**src/rtl/inst_fetch.sv**
```systemverilog
// ----------------------------------------------------------------------------
// inst_fetch
//
// Instruction fetch stage. Drives the read side of the instruction memory
// (rd_addr/rd_en) and presents each returned instruction to decode over a
// valid/ready handshake. Holds the program counter and applies jump redirects
// from decode in the accepting cycle, so a taken jump costs no bubble.
//
// Stalling works by dropping rd_en: the instruction memory has a 1-cycle
// registered read and keeps rd_data unchanged while its enable is low, so
// inst (= rd_data) and inst_pc stay stable while decode is not ready.
//
// Parameters:
//   ADDR_WIDTH  instruction address width (must match the instruction memory)
//   INST_WIDTH  instruction word width (must match the memory DATA_WIDTH)
//
// Ports:
//   clk, rst_n        clock, asynchronous active-low reset
//   start             pulse: (re)start fetching at address 0 (beats stop)
//   stop              pulse: stop issuing fetches
//   running           fetch engine active
//   rd_addr, rd_en    instruction memory read address / enable
//   rd_data           instruction memory read data, 1 cycle after rd_en
//   inst, inst_pc     instruction to decode and its address
//   inst_valid        inst/inst_pc valid
//   inst_ready        decode accepts inst
//   jmp_en            redirect, honoured only when inst_valid & inst_ready
//   jmp_target        redirect address
//
// Optional feature (macro INST_FETCH_BOUND_CHECK_EN):
//   prog_len          number of valid instructions (2^ADDR_WIDTH disables)
//   oob               sticky out-of-bounds flag, cleared by start
//   A would-be fetch at rd_addr >= prog_len is suppressed, oob is set and
//   the engine stops.
// ----------------------------------------------------------------------------
module inst_fetch #(
    parameter int ADDR_WIDTH = 10,
    parameter int INST_WIDTH = 8
) (
    input  logic                  clk,
    input  logic                  rst_n,
    input  logic                  start,
    input  logic                  stop,
    output logic                  running,
    output logic [ADDR_WIDTH-1:0] rd_addr,
    output logic                  rd_en,
    input  logic [INST_WIDTH-1:0] rd_data,
    output logic [INST_WIDTH-1:0] inst,
    output logic [ADDR_WIDTH-1:0] inst_pc,
    output logic                  inst_valid,
    input  logic                  inst_ready,
    input  logic                  jmp_en,
    input  logic [ADDR_WIDTH-1:0] jmp_target
`ifdef INST_FETCH_BOUND_CHECK_EN
    ,
    input  logic [ADDR_WIDTH:0]   prog_len,
    output logic                  oob
`endif
);

    typedef enum logic {
        IDLE = 1'b0,
        RUN  = 1'b1
    } state_t;

    state_t                state_q;
    state_t                state_d;
    logic [ADDR_WIDTH-1:0] pc;
    logic                  fire;
    logic                  jump_fire;
    logic                  fetch_want;
    logic                  oob_hit;

    assign running    = (state_q == RUN);
    assign fire       = inst_valid & inst_ready;
    assign jump_fire  = fire & jmp_en;
    // A fetch is wanted whenever the output slot is empty or being emptied.
    assign fetch_want = running & (~inst_valid | inst_ready);
    // The jump target is fetched in the accepting cycle itself.
    assign rd_addr    = jump_fire ? jmp_target : pc;
    assign inst       = rd_data;

`ifdef INST_FETCH_BOUND_CHECK_EN
    assign oob_hit = fetch_want & ({1'b0, rd_addr} >= prog_len);
`else
    assign oob_hit = 1'b0;
`endif

    assign rd_en = fetch_want & ~oob_hit;

    always_ff @(posedge clk or negedge rst_n) begin
        if (!rst_n) begin
            state_q <= IDLE;
        end else begin
            state_q <= state_d;
        end
    end

    always_comb begin
        state_d = state_q;
        case (state_q)
            IDLE: begin
                if (start) begin
                    state_d = RUN;
                end
            end
            RUN: begin
                if (start) begin
                    state_d = RUN;
                end else if (stop || oob_hit) begin
                    state_d = IDLE;
                end
            end
            default: state_d = IDLE;
        endcase
    end

    // start discards anything in flight: the fetch issued in the start cycle
    // (if any) is dropped by clearing inst_valid instead of capturing it.
    always_ff @(posedge clk or negedge rst_n) begin
        if (!rst_n) begin
            pc         <= '0;
            inst_pc    <= '0;
            inst_valid <= 1'b0;
        end else if (start) begin
            pc         <= '0;
            inst_valid <= 1'b0;
        end else if (rd_en) begin
            pc         <= rd_addr + ADDR_WIDTH'(1);
            inst_pc    <= rd_addr;
            inst_valid <= 1'b1;
        end else if (fire) begin
            inst_valid <= 1'b0;
            // Jump accepted while no fetch can issue: only the pc moves.
            if (jmp_en) begin
                pc <= jmp_target;
            end
        end
    end

`ifdef INST_FETCH_BOUND_CHECK_EN
    always_ff @(posedge clk or negedge rst_n) begin
        if (!rst_n) begin
            oob <= 1'b0;
        end else if (start) begin
            oob <= 1'b0;
        end else if (oob_hit) begin
            oob <= 1'b1;
        end
    end
`endif

endmodule

```
**config.mk**
```make
export PLATFORM = sky130hd
export DESIGN_NAME = inst_fetch
export DESIGN_NICKNAME = d
export VERILOG_FILES = /design/src/rtl/inst_fetch.sv
export SDC_FILE = /design/constraint.sdc
export NUM_CORES = 1
export LEC_CHECK = 0
export CAP_MARGIN = 20
export CORE_MARGIN = 5
export CORE_UTILIZATION = 37
export DETAILED_ROUTE_END_ITERATION = 12
export PLACE_DENSITY = 0.74
export SETUP_SLACK_MARGIN = 0.2
export SKIP_LAST_GASP = 1
export SLEW_MARGIN = 10
export SYNTH_ARGS = -nofsm -noshare
export SYNTH_HDL_FRONTEND = slang
export SYNTH_SLANG_ARGS = --single-unit
```
**constraint.sdc**
```tcl
create_clock -name clk -period 1.8 [get_ports clk]
set_input_delay 0.27 -clock clk [delete_from_list [all_inputs] [get_ports clk]]
set_output_delay 0.27 -clock clk [all_outputs]
set_load 0.02 [all_outputs]
```
* Yosys cells after proc, flatten, opt, wreduce, memory -nomap -nowiden
Index checks and enable logic that the tools add are counted.
Storage, ports and cells: logic and storage cells 28, input bits 24, output and inout port bits 31, register bits 22
Cells by class: reductions and logical operators 4, add/sub/neg operators 1, bitwise operators 7, muxes and demuxes 12
Operator list (count):
- 2-to-1 mux 10 bit | 5
- adder 10 x 1 -> 10 bit (second input constant) | 1
- 2-to-1 mux 1 bit | 6
- nonzero test 3 bit | 2
- AND reduction 2 bit | 2
- bitwise AND 1 bit | 3
- NOT 1 bit | 3
- one-hot mux 1 bit (2 select lines) | 1
- OR 1 bit | 1

* Logic depth before layout (Yosys ltp)
depth in word-level cells 6, gate-level depth with buffers 8, gate-level depth less buffers 7

* Worst setup path after synthesis
Ideal clock, no wire load.
path type register to register, start register inst_valid, end register pc[8], setup slack -0.238 ns, stages on the path, launching flop included 9, arrival time 1.914 ns, setup time 0.125 ns, period minus slack after synthesis 2.038 ns, cells stage by stage dfrtp_1 -> nand3_2 -> buf_6 -> mux2i_1 -> inv_1 -> ha_1 -> nand3_1 -> a21oi_1 -> mux2_2
Between the ends: word-level cells in the longest chain between the ends 6
Ends and longest elaborated chain:
- from (decl) | RTL line 50 | output logic inst_valid,
- from (signal assigned) | RTL line 124 | inst_valid <= 1'b0;
- from (signal assigned) | RTL line 127 | inst_valid <= 1'b0;
- from (signal assigned) | RTL line 131 | inst_valid <= 1'b1;
- bitwise AND 1 bit | RTL line 75 | assign fire = inst_valid & inst_ready;
- bitwise AND 1 bit | RTL line 76 | assign jump_fire = fire & jmp_en;
- 2-to-1 mux 10 bit | RTL line 80 | assign rd_addr = jump_fire ? jmp_target : pc;
- named net rd_addr[0] | RTL line 45 | output logic [ADDR_WIDTH-1:0] rd_addr,
- adder 10 x 1 -> 10 bit | RTL line 129 | pc <= rd_addr + ADDR_WIDTH'(1);
- 2-to-1 mux 10 bit | RTL line 128 | end else if (rd_en) begin
- 2-to-1 mux 10 bit | RTL line 125 | end else if (start) begin
- to (signal assigned) | RTL line 129
- to (signal assigned) | RTL line 136 | pc <= jmp_target;
- to (decl) | RTL line 68 | logic [ADDR_WIDTH-1:0] pc;
The timed path passes the listed nets, and every way through them passes these cells. A chain may end at the register's enable or synchronous reset.

* Final worst setup path
start register inst_valid, end register pc[8]
Between the ends: word-level cells in the longest chain between the ends 6
Ends and longest elaborated chain (RTL line):
- bitwise AND 1 bit | 75
- bitwise AND 1 bit | 76
- 2-to-1 mux 10 bit | 80
- adder 10 x 1 -> 10 bit | 129
- 2-to-1 mux 10 bit | 128
- 2-to-1 mux 10 bit | 125
Parallel ways exist; a longest one is shown, timed or not.

==> reports/results.txt <==
Post-Route WL: 3890 um
Gate power share: 33.7%
Setup TNS: -0.0232 ns
ratio of cells with drive above 1 in the final layout: 46.6%
Die W: 68.3 um
wire length per cell: 16.5 um
Seq pwr share: 39.4%
IO buf count: 38
Post-synth EDFFs: 0
FF-to-FF Start: inst_valid$_DFFE_PN0P_
CP max stage cell: dfrtp_2
YS warnings: 0
first-pass GRT wire length: 5980 um
skew final: 0.00377 ns
number of global-route vias before repair: 1,276
top_reg_cell synth: dfrtp_1
reg-to-reg critical path endpoint: pc[8]$_DFFE_PN0P_
Crit path arrival time: 2.03 ns
r2r setup slk: -0.01 ns
H-tree Lvls: 1
ANT nets after route: 0
routed via count: 1,186
max-slew violations: 0
Max Fclk: 552 MHz
Starting Density: 37.9%
root buffer cell: clkbuf_4
internal power: 1.02 mW
Peak VDD IR: 0.279 mV
final hold vios: 0
CP Class: reg2reg
violated checks: negative setup slack
grt ovf: 0
minimum clock period: 1.81 ns
Leak: 1.08 nW
fraction of the cycle the final worst path needs: 101%
Clock transition at path regs: 0.13 ns
Area Growth Syn to Fin: 75.0%
initial antenna violation count: 0
row count: 21
area leader, netlist: dfrtp_1
syn avg cell area: 9.97 um2
post-synthesis sequential area ratio: 43.8%
startpoint types: flip-flop
critical path, cell by cell: nand3_4 -> buf_12 -> mux2i_4 -> inv_2 -> ha_4 -> nand3_4 -> a21oi_2 -> mux2_4
antenna cells: 0
full die area: 4660 um2
areal power density over the cells: 661 nW/um2
Sink Count: 22
Buffers & Inverters on Critical Path: 2
count leader, synth: dfrtp_1
Netlist Area Pre-Place: 1260 um2
endpoints failing setup: 2
CP Capture Type: flip-flop
Core ar.: 3310 um2
CTS hold repair buffers: 0
status: finished with violations
critical path's most frequent cell: nand3_4
synth cell count leaders: 22 x dfrtp_1, 12 x nand2_1, 8 x buf_4, 8 x mux2_2, 8 x mux2i_1
Vias/cell: 5.05
Switching Share: 30.0%
Crit path largest cell delay: 0.42 ns
DR pass1 iterations: 4
ranking of synthesized cells by area: dfrtp_1 44%, mux2_2 7.2%, mux2i_1 6.4%
WHS: 0.276 ns
Distinct cells, synth: 36
asr flop ratio synth: 100%
final core area utilization: 66.4%
total power: 1.45 mW
top cell type's share of synthesized area: 43.8%
pin count of the biggest net entering global routing: 23
Post-Synthesis Cells: 126
IO Pins: 55
Req. time, crit path: 2.02 ns
Worst Path Max Fanout: 5
Tightest Pin Transition: 0.314 ns
Max-cap violations: 0
Final WS setup: -0.0121 ns
R2R cell count: 8
die height: 68.3 um
Total Routing Usage GR: 17.5%
Final HPWL DP: 2580 um
number of synthesized register bits: 22
Nets: 215
Crit path max-delay family: multiplexers
CTS buffer count: 3
initial drt markers: 33
Clk pwr share: 26.9%
Max clock buf depth: 2
Slew headroom: 78.5%
Mapped Nets: 151
Clock Latency Late Sink: 0.32 ns
CTS tree: done
DR DRC count: 0
Hold Path Class: in2async
Psw: 0.436 mW
RSZ-0062 raised after global routing: true
GP Congestion: 0.840
-- kinds of logic after synthesis --
group,count (synthesis),share of synthesized area (%)
mux,20,18.3
compound gates,17,7.97
buf+inv,21,9.36
xor+xnor,2,1.39
fa+ha+maj,1,0.996
flops,22,43.8
simple gates,43,18.1
-- cells in the final DEF, fill, tap and decap left out, types with 2 or more instances in the layout --
| cell | instances |
|---|---|
| buf_4 | 25 |
| dfrtp_1 | 21 |
| clkdlybuf4s50_1 | 16 |
| buf_6 | 16 |
| nand2_1 | 11 |
| mux2_4 | 9 |
| mux2i_4 | 7 |
| inv_2 | 7 |
| nor2_1 | 7 |
| o21ai_1 | 6 |
| dlymetal6s2s_1 | 6 |
| dlygate4sd2_1 | 5 |
| nand4_1 | 4 |
| nor3_1 | 4 |
| nor2b_1 | 3 |
| a21oi_2 | 3 |
| clkbuf_4 | 3 |
| nand3_4 | 2 |
| inv_1 | 2 |
| and4_1 | 2 |
| mux2i_1 | 2 |
| nand3_1 | 2 |
| or4_4 | 2 |
| o31ai_1 | 2 |
| mux2_2 | 2 |
| buf_12 | 2 |
-- how the worst max path moves through the flow --
| stage | from | endpoint | cells after the start | slack, ns |
|---|---|---|---|---|
| floorplan | inst_valid$_DFFE_PN0P_ | pc[8]$_DFFE_PN0P_ | 8 | -0.01 |
| global placement | inst_ready | rd_addr[9] | 5 | -0.46 |
| detailed placement | inst_ready | rd_addr[9] | 5 | -0.49 |
| CTS | inst_valid$_DFFE_PN0P_ | pc[5]$_DFFE_PN0P_ | 6 | -0.06 |
| global route | inst_valid$_DFFE_PN0P_ | pc[5]$_DFFE_PN0P_ | 7 | -0.07 |
| finish | inst_valid$_DFFE_PN0P_ | pc[8]$_DFFE_PN0P_ | 8 | -0.01 |
-- timing repair --
item / CTS / global route
buffers inserted: 6 / 1
setup endpoints to repair: 22 / 34
resized for setup: 89 / 27
gates cloned: 1 / 0
pin swaps: 7 / 5
-- routing by layer --
metal	share of wire, %	vias up	GRT usage, %
met5	0	-	0
met4	1.6	0	5.96
met3	2.9	6	1.48
met2	54	23	32.5
met1	41	594	21.0
li1	-	563	-
-- final cells by class --
class	instances	area, um2
clock buffers	3	22.5
clock inverters	1	30.0
inverters	9	33.8
fillers	256	1110
flip-flops and latches	22	552
multi-input cells	83	788
repair buffers	71	714
well taps	46	57.6
-- sequential cells by signal, indices dropped and copies added, names as in the netlist --
register    count
inst_pc        10
inst_valid      1
running         1
pc             10
-- power by group through the flow --
stage	registers [mW]	clock network, mW	logic, mW
3_5_place_dp	0.579	0	0.425
4_1_cts	0.571	0.386	0.469
2_1_floorplan	0.610	0	0.189
5_1_grt	0.579	0.414	0.524
3_3_place_gp	0.575	0	0.417
6_report	0.572	0.391	0.490
-- per-stage QoR --
stage | cell area, um2 | std cells | worst slack, ns
detailed placement | 1860 | 223 | -0.491
finish | 2200 | 235 | -0.0121
global placement | 1860 | 223 | -0.458
global route | 2200 | 235 | -0.0732
CTS | 2100 | 234 | -0.0610
floorplan | 1310 | 126 | -0.0109
-- worst reg2reg max path, delay by kind of cell (launching register included) --
family	cells	cell delay [ns]
adder cells (fa/ha/maj)	1	0.15
flip-flops	1	0.42
AO/OA/AOI/OAI	1	0.16
buffers and inverters	2	0.28
AND/OR/NAND/NOR	2	0.21
multiplexers	2	0.50
No activity file was read; power rests on OpenSTA's default activity.
